## config.mk

```make
export PLATFORM = sky130hd
export DESIGN_NAME = fp_mult_result_queue
export DESIGN_NICKNAME = d
export VERILOG_FILES = /design/src/rtl/fp_mult_result_queue.sv
export SDC_FILE = /design/constraint.sdc
export NUM_CORES = 1
export LEC_CHECK = 0
export ABC_CLOCK_PERIOD_IN_PS = 3800
export BUFFER_PORTS_ARGS = -buffer_cell sky130_fd_sc_hd__buf_2
export CAP_MARGIN = 25
export CELL_PAD_IN_SITES_DETAIL_PLACEMENT = 0
export CELL_PAD_IN_SITES_GLOBAL_PLACEMENT = 2
export CORE_ASPECT_RATIO = 1.4
export CORE_UTILIZATION = 31
export DETAILED_ROUTE_END_ITERATION = 12
export PLACE_DENSITY_LB_ADDON = 0.08
export SLEW_MARGIN = 20
export SYNTH_ARGS = -nofsm -noshare
export SYNTH_HDL_FRONTEND = slang
export SYNTH_SLANG_ARGS = --single-unit
```

## constraint.sdc

```tcl
create_clock -name clk -period 3.8 [get_ports clk]
set_clock_uncertainty 0.1 [all_clocks]
set_input_delay 0.38 -clock clk [delete_from_list [all_inputs] [get_ports clk]]
set_output_delay 0.38 -clock clk [all_outputs]
set_load 0.03 [all_outputs]
```

## src/rtl/fp_mult_result_queue.sv

```systemverilog
// Result queue behind the combinational single-precision multiplier.
// Buffers {product, status} pairs in a small circular FIFO with valid/ready
// on both sides, and keeps sticky exception flags plus saturating NaN and
// overflow event counters for software.
module fp_mult_result_queue #(
  parameter int DEPTH = 4,
  parameter int CNT_W = 8
) (
  input  logic                     clk,
  input  logic                     rst_n,
  input  logic                     in_valid,
  output logic                     in_ready,
  input  logic [31:0]              in_z,
  input  logic [7:0]               in_status,
  output logic                     out_valid,
  input  logic                     out_ready,
  output logic [31:0]              out_z,
  output logic [7:0]               out_status,
  output logic [7:0]               sticky_flags,
  input  logic                     flags_clr,
  output logic [CNT_W-1:0]         nan_cnt,
  output logic [CNT_W-1:0]         huge_cnt,
  output logic [$clog2(DEPTH):0]   level
);

  localparam int AW = $clog2(DEPTH);
  localparam logic [AW:0]      PTR_ONE = {{AW{1'b0}}, 1'b1};
  localparam logic [CNT_W-1:0] CNT_ONE = {{(CNT_W-1){1'b0}}, 1'b1};

  // Saturating increment: holds at all-ones instead of wrapping to zero.
  function automatic logic [CNT_W-1:0] sat_inc(input logic [CNT_W-1:0] cnt,
                                               input logic en);
    if (en && (cnt != {CNT_W{1'b1}}))
      sat_inc = cnt + CNT_ONE;
    else
      sat_inc = cnt;
  endfunction

  logic [AW:0]  rd_ptr;
  logic [AW:0]  wr_ptr;
  logic [31:0]  mem_z  [DEPTH];
  logic [7:0]   mem_st [DEPTH];
  logic         full;
  logic         push;
  logic         pop;
  logic [7:0]   st_m;

  // Bits [7:6] are reserved by the multiplier and never stored or accumulated.
  assign st_m = in_status & 8'h3F;

  // Same slot index with opposite wrap bits means the writer lapped the reader.
  assign full      = (wr_ptr[AW-1:0] == rd_ptr[AW-1:0]) && (wr_ptr[AW] != rd_ptr[AW]);
  assign in_ready  = !full;
  assign out_valid = (level != '0);
  assign push      = in_valid && in_ready;
  assign pop       = out_valid && out_ready;

  // Head is gated by out_valid so the data outputs read zero whenever the
  // queue is empty, including straight out of reset.
  assign out_z      = out_valid ? mem_z[rd_ptr[AW-1:0]]  : 32'h0;
  assign out_status = out_valid ? mem_st[rd_ptr[AW-1:0]] : 8'h0;

  // Storage array: data only, no reset needed.
  always_ff @(posedge clk) begin
    if (push) begin
      mem_z[wr_ptr[AW-1:0]]  <= in_z;
      mem_st[wr_ptr[AW-1:0]] <= st_m;
    end
  end

  // Pointers and occupancy.
  always_ff @(posedge clk or negedge rst_n) begin
    if (!rst_n) begin
      rd_ptr <= '0;
      wr_ptr <= '0;
      level  <= '0;
    end else begin
      if (push) wr_ptr <= wr_ptr + PTR_ONE;
      if (pop)  rd_ptr <= rd_ptr + PTR_ONE;
      case ({push, pop})
        2'b10:   level <= level + PTR_ONE;
        2'b01:   level <= level - PTR_ONE;
        default: level <= level;
      endcase
    end
  end

  // Sticky flags and event counters; a clear wins but still keeps the
  // contribution of a push landing in the same cycle.
  always_ff @(posedge clk or negedge rst_n) begin
    if (!rst_n) begin
      sticky_flags <= '0;
      nan_cnt      <= '0;
      huge_cnt     <= '0;
    end else if (flags_clr) begin
      sticky_flags <= push ? st_m : 8'h0;
      nan_cnt      <= push ? {{(CNT_W-1){1'b0}}, st_m[2]} : '0;
      huge_cnt     <= push ? {{(CNT_W-1){1'b0}}, st_m[4]} : '0;
    end else if (push) begin
      sticky_flags <= sticky_flags | st_m;
      nan_cnt      <= sat_inc(nan_cnt, st_m[2]);
      huge_cnt     <= sat_inc(huge_cnt, st_m[4]);
    end
  end

endmodule

```

## Yosys cells after proc, flatten, opt, wreduce, memory -nomap -nowiden

Memories as Yosys holds them, arrays and structs flattened.
Cells that the tools add are included.

- Bits in writable memories: 152
- Memories kept: 2
- Output and inout port bits: 69
- Logic and storage cells: 50
- Bits of input ports: 45
- Register bits: 33

- Eq/ne operators: 6
- Bitwise logic cells: 1
- Reduce and logical (&&, ||, !) cells: 13
- Mux-type cells: 16
- Add/sub/neg operators: 6

Memory list:

| name | words | width | rd ports | clocked after Yosys merged registers in | wr ports | RTL line | source |
|---|---|---|---|---|---|---|---|
| mem_z | 4 | 32 | 1 | 0 | 1 | 41 | `logic [31:0] mem_z [DEPTH];` |
| mem_st | 4 | 6 | 1 | 0 | 1 | 42 | `logic [7:0] mem_st [DEPTH];` |

Operators with widths:

| kind | count |
|---|---|
| 8-bit 2-to-1 mux | 9 |
| 32-bit 2-to-1 mux | 1 |
| 8-bit by 1-bit adder with 8-bit output (second input constant) | 2 |
| 8-bit inequality test (second input constant) | 2 |
| 3-bit by 1-bit adder with 3-bit output (second input constant) | 3 |
| 8-bit by 6-bit bitwise OR with 8-bit output | 1 |
| 2-bit nonzero test | 4 |
| 6-bit 2-to-1 mux | 1 |
| 3-bit one-hot mux with 2 select lines | 1 |
| 1-bit logical AND | 5 |
| 1-bit 2-to-1 mux | 4 |
| 2-bit AND reduction | 2 |
| 3-bit nonzero test | 1 |
| 3-bit by 1-bit subtractor with 3-bit output (second input constant) | 1 |
| 2-bit by 1-bit == test with 1-bit output (second input constant) | 1 |
| 2-bit == test | 1 |
| 2-bit == test (second input constant) | 1 |
| 1-bit zero test | 1 |
| 1-bit inequality test | 1 |

## Logic depth before layout (Yosys ltp)

Gate-level depths: netlist of the first run.

- Depth after elaboration: 6
- Mapped depth: 12
- Mapped depth without buffers: 9

## Worst setup path before layout of the first run

OpenSTA, ideal clock, no wires.

- Kind: reg-to-reg
- Start point: register rd_ptr[0]
- End point: memory mem_st[0][0] in the netlist's numbering, enable pin
- Clock period less this slack: 2.607 ns
- Buffers on the path: 2
- Path slack: 1.193 ns
- Arrival: 2.108 ns
- Cell stages (with the launch flop): 6
- Path through: dfrtp_1 -> clkbuf_2 -> xor2_1 -> o31a_2 -> clkbuf_1 -> and2_1

- Longest elaborated chain between the ends: 6

RTL lines:

| item | RTL line | source |
|---|---|---|
| start: declaration | 39 | `logic [AW:0] rd_ptr;` |
| start signal: assignment | 79 | `if (pop) rd_ptr <= rd_ptr + PTR_ONE;` |
| 2-bit == test | 52 | `assign full = (wr_ptr[AW-1:0] == rd_ptr[AW-1:0]) && (wr_ptr[AW] != rd_ptr[AW]);` |
| 1-bit logical AND | 52 |  |
| 1-bit zero test | 53 | `assign in_ready = !full;` |
| 1-bit logical AND | 55 | `assign push = in_valid && in_ready;` |
| 1-bit 2-to-1 mux | 65 | `if (push) begin` |
| 1-bit 2-to-1 mux (not written as such) | 67 | `mem_st[wr_ptr[AW-1:0]] <= st_m;` |
| end: declaration | 42 |  |

No other way between the ends.

## Worst setup path after layout of the first run

- Start point: register rd_ptr[0]
- End point: output out_status[1]

- Longest elaborated chain between the ends: 2

RTL lines:

| item | RTL line | source |
|---|---|---|
| memory 4 x 6 bit | n/a |  |
| 8-bit 2-to-1 mux | 61 | `assign out_status = out_valid ? mem_st[rd_ptr[AW-1:0]] : 8'h0;` |
| end: declaration | 18 | `output logic [7:0] out_status,` |

No other way between the ends.

==> impl_metrics.yaml, run 1 <==
run_status:
  status: "complete, no violations"
detailed_routing:
  wl_per_cell_um: 18.5
  vias_per_cell: 4.64
  drtPass1Iterations: 4
  drc: 0
  drt_iter0_drc: 288
  vias: 3971
  antenna_left: 0
  routed_wl_um: 15900
worst_setup_path:
  crit_path_top_delay_cell: "buf_4"
  r2r_end: "level[2]"
  crit_path_end_kind: "primary output"
  r2r_cells: 10
  path_cells: "buf_4, mux4_2, and2_1, buf_2"
  r2r_slack_ns: 1.07
  crit_start: "rd_ptr[0]"
  critPathMaxFanout: 40
  cp-start-kind: "flop"
  worstPathRequired_ns: 3.32
  r2r_start: "rd_ptr[0]"
  critPathKind: "reg -> out"
  cp.arrival_ns: 2.49
  slowest_delay_ns: 0.67
finish:
  syn_to_final_growth_pct: 21.1
  nNetsFinal: 591
  nFillCells: 2226
  antenna_cells: 0
  drive_gt1_share_pct: 35.5
  fin_area_um2: 9030
sta:
  fin_crit_ns: 2.97
  slew_violations: 0
  setup_violations: 0
  relSlewSlack_pct: 42.6
  finalHoldViolations: 0
  tightest_slew_ns: 0.860
  fin_hold_ws_ns: 0.0612
  fin_setup_tns_ns: 0
  timing.final.crit_share_pct: 78.2
  rsz0062_at_grt: "false"
  max_freq_mhz: 336
power_and_ir_drop:
  pwr-share-clk_pct: 24.7
  seqPwrFrac_pct: 36.6
  leakage_nw: 3.29
  switching_power_w: 0.00275
  internal_power_w: 0.00491
  cellPowerDensity_nw_per_um2: 848
  peakVddDrop_mv: 0.420
  sw_frac_of_total_pct: 35.9
  p_comb_share_pct: 38.7
die:
  initial_core_util_pct: 31.8
  ios: 114
  die_h_um: 185
  core-area_um2: 23500
  rows: 66
  die_w_um: 133
  dieArea_um2: 24700
clocking:
  cts_tree: "done"
  cts_buffers: 17
  cts_resized: 0
  clkLatencyLatePin_ns: 0.43
  cts-hold-fix-buffers: 1
  cts.clk_slew.worst_paths_ns: 0.07
  cts_max_level: 4
  postCtsSetupBuffers: 0
  clockBufferDepth: 2
  cts_sinks: 183
  root_buffer: "clkbuf_16"
synthesis:
  ys.flop_type: "edfxtp_1"
  synth_top_cell_by_area: "edfxtp_1"
  netlist-cell-type-count: 41
  synth_area_leaders: "edfxtp_1, mux4_2, dfrtp_1"
  ys_seq_area_share_pct: 71.6
  synth-simple-area-share_pct: 8.12
  synth_compound_area_share_pct: 2.33
  synthTopCellsByCount: "edfxtp_1, and2_1, mux4_2, dfrtp_1, nand2_1"
  synth-xor-area-share_pct: 1.18
  synthDominantCellAreaShare_pct: 61.2
  synth_mux_area_share_pct: 12.7
  synth_top_family_by_area: "multiplexers"
  syn_area_per_cell_um2: 17.7
  synth_edf_count: 152
  netlist_instances: 421
  yosysMostFrequentCell: "edfxtp_1"
  syn_area_um2: 7450
  ys_seq_elements: 183
  ys_async_sr_fraction_pct: 16.9
  synthAdderAreaFrac_pct: 1.61
  ys_warn_count: 0
hold_path:
  min_to: "mem_z[1][0]"
  min_from: "in_z[0]"
  hold_path.class: "in -> reg"
  min_path_cells: 1
placement:
  place_congestion: 0.698
  io_buffers: 107
  dpl_cell_area_um2: 8350
  post-dp-hpwl_um: 9690
grt:
  antenna_found_initial: 0
  grt_pass1_wl_um: 24600
  grt_pass1_vias: 4175
  grtUsageTotal_pct: 13.9
  grt_max_degree: 41
  gr-total-overflow: 0
flow_run:
  maxCapViolCount: 0
-- layout by cell type, fill, tap and decap left out, types with 3 or more instances in the layout --
cell        Yosys  layout
nor3_1          3       3
nand2b_1        5       5
o31ai_1         6       6
xor2_1          6       6
clkbuf_16       0      17
and2_1         43      39
clkinvlp_4      0       5
nor2_1          9       9
o21ai_1         8       8
dfrtp_1        31      29
a21oi_1         8       8
conb_1          1       4
buf_2           4     107
bufinv_16       0       5
nand2_1        15      15
or4_1           6       6
inv_1          13      13
and2_2          0       4
mux4_2         38      38
edfxtp_1      152     152
ha_1            8       8
buf_4           7       9
nand4_1         4       4
nand3_1         6       6
mux2_1          6       6
xnor2_1         4       4
nor2b_1         5       5
-- final cells by class --
class | instances | area, µm² | share of cell area, %
Clock buffer | 19 | 433 | 4.79
Clock inverter | 13 | 204 | 2.26
Inverter | 14 | 52.6 | 0.582
Multi-Input combinational cell | 202 | 1950 | 21.6
Sequential cell | 183 | 5350 | 59.2
Tap cell | 306 | 383 | 4.24
Timing Repair Buffer | 119 | 661 | 7.32
-- stage by stage --
step / power, W / instances / utilization, % / setup slack [ns]
after global routing: 0.00811 / 856 / 38.5 / 0.627
after CTS: 0.00780 / 855 / 38.4 / 0.705
final: 0.00766 / 856 / 38.5 / 0.827
after floorplan: 0.00497 / 424 / - / 1.19
after detailed placement: 0.00590 / 822 / 35.6 / 1.06
after global placement: 0.00586 / 822 / 35.6 / 1.06
-- how the worst max path moves through the flow --
stage | end | slack (ns) | cells past startpoint
2_1_floorplan | mem_st[0][0] | 1.19 | 5
3_3_place_gp | level[2] | 1.06 | 10
3_5_place_dp | level[2] | 1.06 | 10
4_1_cts | out_status[1] | 0.70 | 4
5_1_grt | out_z[1] | 0.63 | 4
6_report | out_status[1] | 0.83 | 4
-- flip-flops by register name (all words and copies together) (netlist names) --
name,cells
mem_z,128
mem_st,24
huge_cnt,8
nan_cnt,8
sticky_flags,6
level,3
rd_ptr,3
wr_ptr,3
-- metal layers --
metal	global-route usage, %	up-vias	share of wire (%)
met2	23.0	81	50
li1	-	1846	-
met3	3.76	19	4.2
met1	17.2	2025	44
met4	5.24	0	1.5
met5	0	-	0
-- power groups by stage --
| stage | sequential [W] | combinational, W | clock [W] |
|---|---|---|---|
| after floorplan | 0.00292 | 0.00205 | 0 |
| after global placement | 0.00283 | 0.00303 | 0 |
| after detailed placement | 0.00286 | 0.00304 | 0 |
| after CTS | 0.00281 | 0.00304 | 0.00195 |
| after global routing | 0.00285 | 0.00324 | 0.00202 |
| final | 0.00280 | 0.00296 | 0.00189 |
-- critical path, delay by kind of cell (launching register included) --
kind | cells | cell delay, ns
buf+inv | 2 | 0.85
simple gates | 1 | 0.19
mux | 1 | 0.59
flops | 1 | 0.41
-- logic make-up after synthesis --
kind of cell	after synthesis
AO/OA/AOI/OAI	28
XOR/XNOR	10
adder cells (fa/ha/maj)	9
buffers and inverters	39
flip-flops	183
multiplexers	46
other	1
AND/OR/NAND/NOR	105
No activity file was read; power rests on OpenSTA's default activity.
==> run 2, diff against run 1 <==
- ABC_CLOCK_PERIOD_IN_PS: 3800 -> 2950
- clock period: 3.8 -> 2.95 ns (I/O delays scaled with it)
==> run 2 against run 1 <==
Core utilization up 1.1 points. Flip-flop and latch count unchanged. Non-clock buffer count up 34. Count of clock-buffer cells in the layout unchanged. Worst hold slack worse by 0.020 ns. Clock power up 13%. Routed wire length down 0.22%. Sequential power up 29%. Highest routed layer unchanged.
==> impl_metrics.yaml, run 2 (synthesis results as in run 1) <==
sta:
  relSlewSlack_pct: 49.0
  max_freq_mhz: 399
  timing.final.crit_share_pct: 85.0
  rsz0062_at_grt: "false"
  slew_violations: 0
  fin_hold_ws_ns: 0.0414
  tightest_slew_ns: 0.765
  finalHoldViolations: 0
  fin_crit_ns: 2.51
  fin_ws_ns: 0.442
  fin_setup_tns_ns: 0
  setup_violations: 0
die:
  ios: 114
  core-area_um2: 23500
  die_h_um: 185
  initial_core_util_pct: 31.8
  dieArea_um2: 24700
  die_w_um: 133
  rows: 66
worst_setup_path:
  critPathKind: "reg -> out"
  r2r_slack_ns: 0.54
  cp.arrival_ns: 2.11
  crit_path_end_kind: "primary output"
  cp-start-kind: "flop"
  critPathMaxFanout: 40
  worstPathRequired_ns: 2.56
grt:
  antenna_found_initial: 0
  gr-total-overflow: 0
  grtUsageTotal_pct: 13.7
  grt_max_degree: 41
  grt_pass1_wl_um: 24700
  grt_pass1_vias: 4341
clocking:
  cts-hold-fix-buffers: 36
  clockBufferDepth: 2
  cts_tree: "done"
  clkLatencyLatePin_ns: 0.42
  cts_sinks: 183
  root_buffer: "clkbuf_16"
  postCtsSetupBuffers: 0
  cts_max_level: 4
  cts.clk_slew.worst_paths_ns: 0.06
  cts_buffers: 17
  cts_resized: 0
power_and_ir_drop:
  cellPowerDensity_nw_per_um2: 1030
  switching_power_w: 0.00357
  leakage_nw: 3.41
  pwr-share-clk_pct: 22.3
  seqPwrFrac_pct: 37.6
  sw_frac_of_total_pct: 37.1
  p_comb_share_pct: 40.1
  peakVddDrop_mv: 0.694
  internal_power_w: 0.00605
detailed_routing:
  routed_wl_um: 15800
  antenna_left: 0
  drtPass1Iterations: 4
  wl_per_cell_um: 17.8
  drc: 0
  vias_per_cell: 4.60
  vias: 4092
  drt_iter0_drc: 158
placement:
  io_buffers: 107
  post-dp-hpwl_um: 9400
  dpl_worst_slack_ns: 0.531
  place_congestion: 0.718
finish:
  antenna_cells: 0
  final_common_cell: "edfxtp_1"
  nFillCells: 2232
  nNetsFinal: 625
  drive_gt1_share_pct: 33.4
  largest_reg_flops: 128
  mostFrequentLayoutCells: "edfxtp_1, buf_2, and2_1"
  syn_to_final_growth_pct: 24.7
run_status:
  status: "complete, no violations"
flow_run:
  maxCapViolCount: 0
hold_path:
  hold_path.class: "in -> reg"
run 2: cell types whose count changed in the layout (fill, tap and decap cells not counted), moves of 3 or more:
cell,delta
clkinvlp_4,-3
bufinv_16,-4
dlygate4sd3_1,+35
inv_6,+4
run 2: final timing paths:
| path | startpoint | end | cells past startpoint |
|---|---|---|---|
| min | in_status[5] | mem_st[3][5] | 1 |
| max reg2reg | rd_ptr[0] | level[2] | 9 |
| max | rd_ptr[0] | out_status[0] | 4 |
| min in group asynchronous | rst_n | sticky_flags[5] | 2 |
| min reg2reg | level[2] | level[2] | 1 |
| max in group asynchronous | rst_n | rd_ptr[0] | 2 |
run 2: critical path, stage by stage, from the launching register on:
cell and delay (ns):
dfrtp_4 0.43, buf_12 0.33, mux4_2 0.56, and2_1 0.19, buf_2 0.18
run 2: final cells by class:
class | instances | area, µm² | share of cell area [%]
Inverter | 14 | 52.6 | 0.565
Sequential cell | 183 | 5350 | 57.5
Clock inverter | 13 | 123 | 1.32
Multi-Input combinational cell | 202 | 1950 | 21.0
Tap cell | 306 | 383 | 4.12
Timing Repair Buffer | 153 | 1010 | 10.8
Clock buffer | 19 | 433 | 4.66
run 2: stage by stage:
stage	area, µm²	cells	power [W]	utilization (%)
floorplan	7460	424	0.00640	-
global placement	8380	822	0.00759	35.7
detailed placement	8380	822	0.00763	35.7
CTS	9300	890	0.00984	39.6
global route	9300	890	0.0102	39.6
finish	9300	890	0.00962	39.6
run 2: power by group through the flow:
stage | Clock (W) | Combinational (W) | Sequential, W
final | 0.00214 | 0.00386 | 0.00362
after global routing | 0.00231 | 0.00419 | 0.00367
after CTS | 0.00222 | 0.00399 | 0.00363
after detailed placement | 0 | 0.00395 | 0.00368
after global placement | 0 | 0.00394 | 0.00365
after floorplan | 0 | 0.00264 | 0.00377
run 2: metal layers:
layer  wire (µm)  track usage (%)
met5           0                0
met4         202             5.24
met3         638             3.32
met2        8350             24.1
met1        6630             16.1
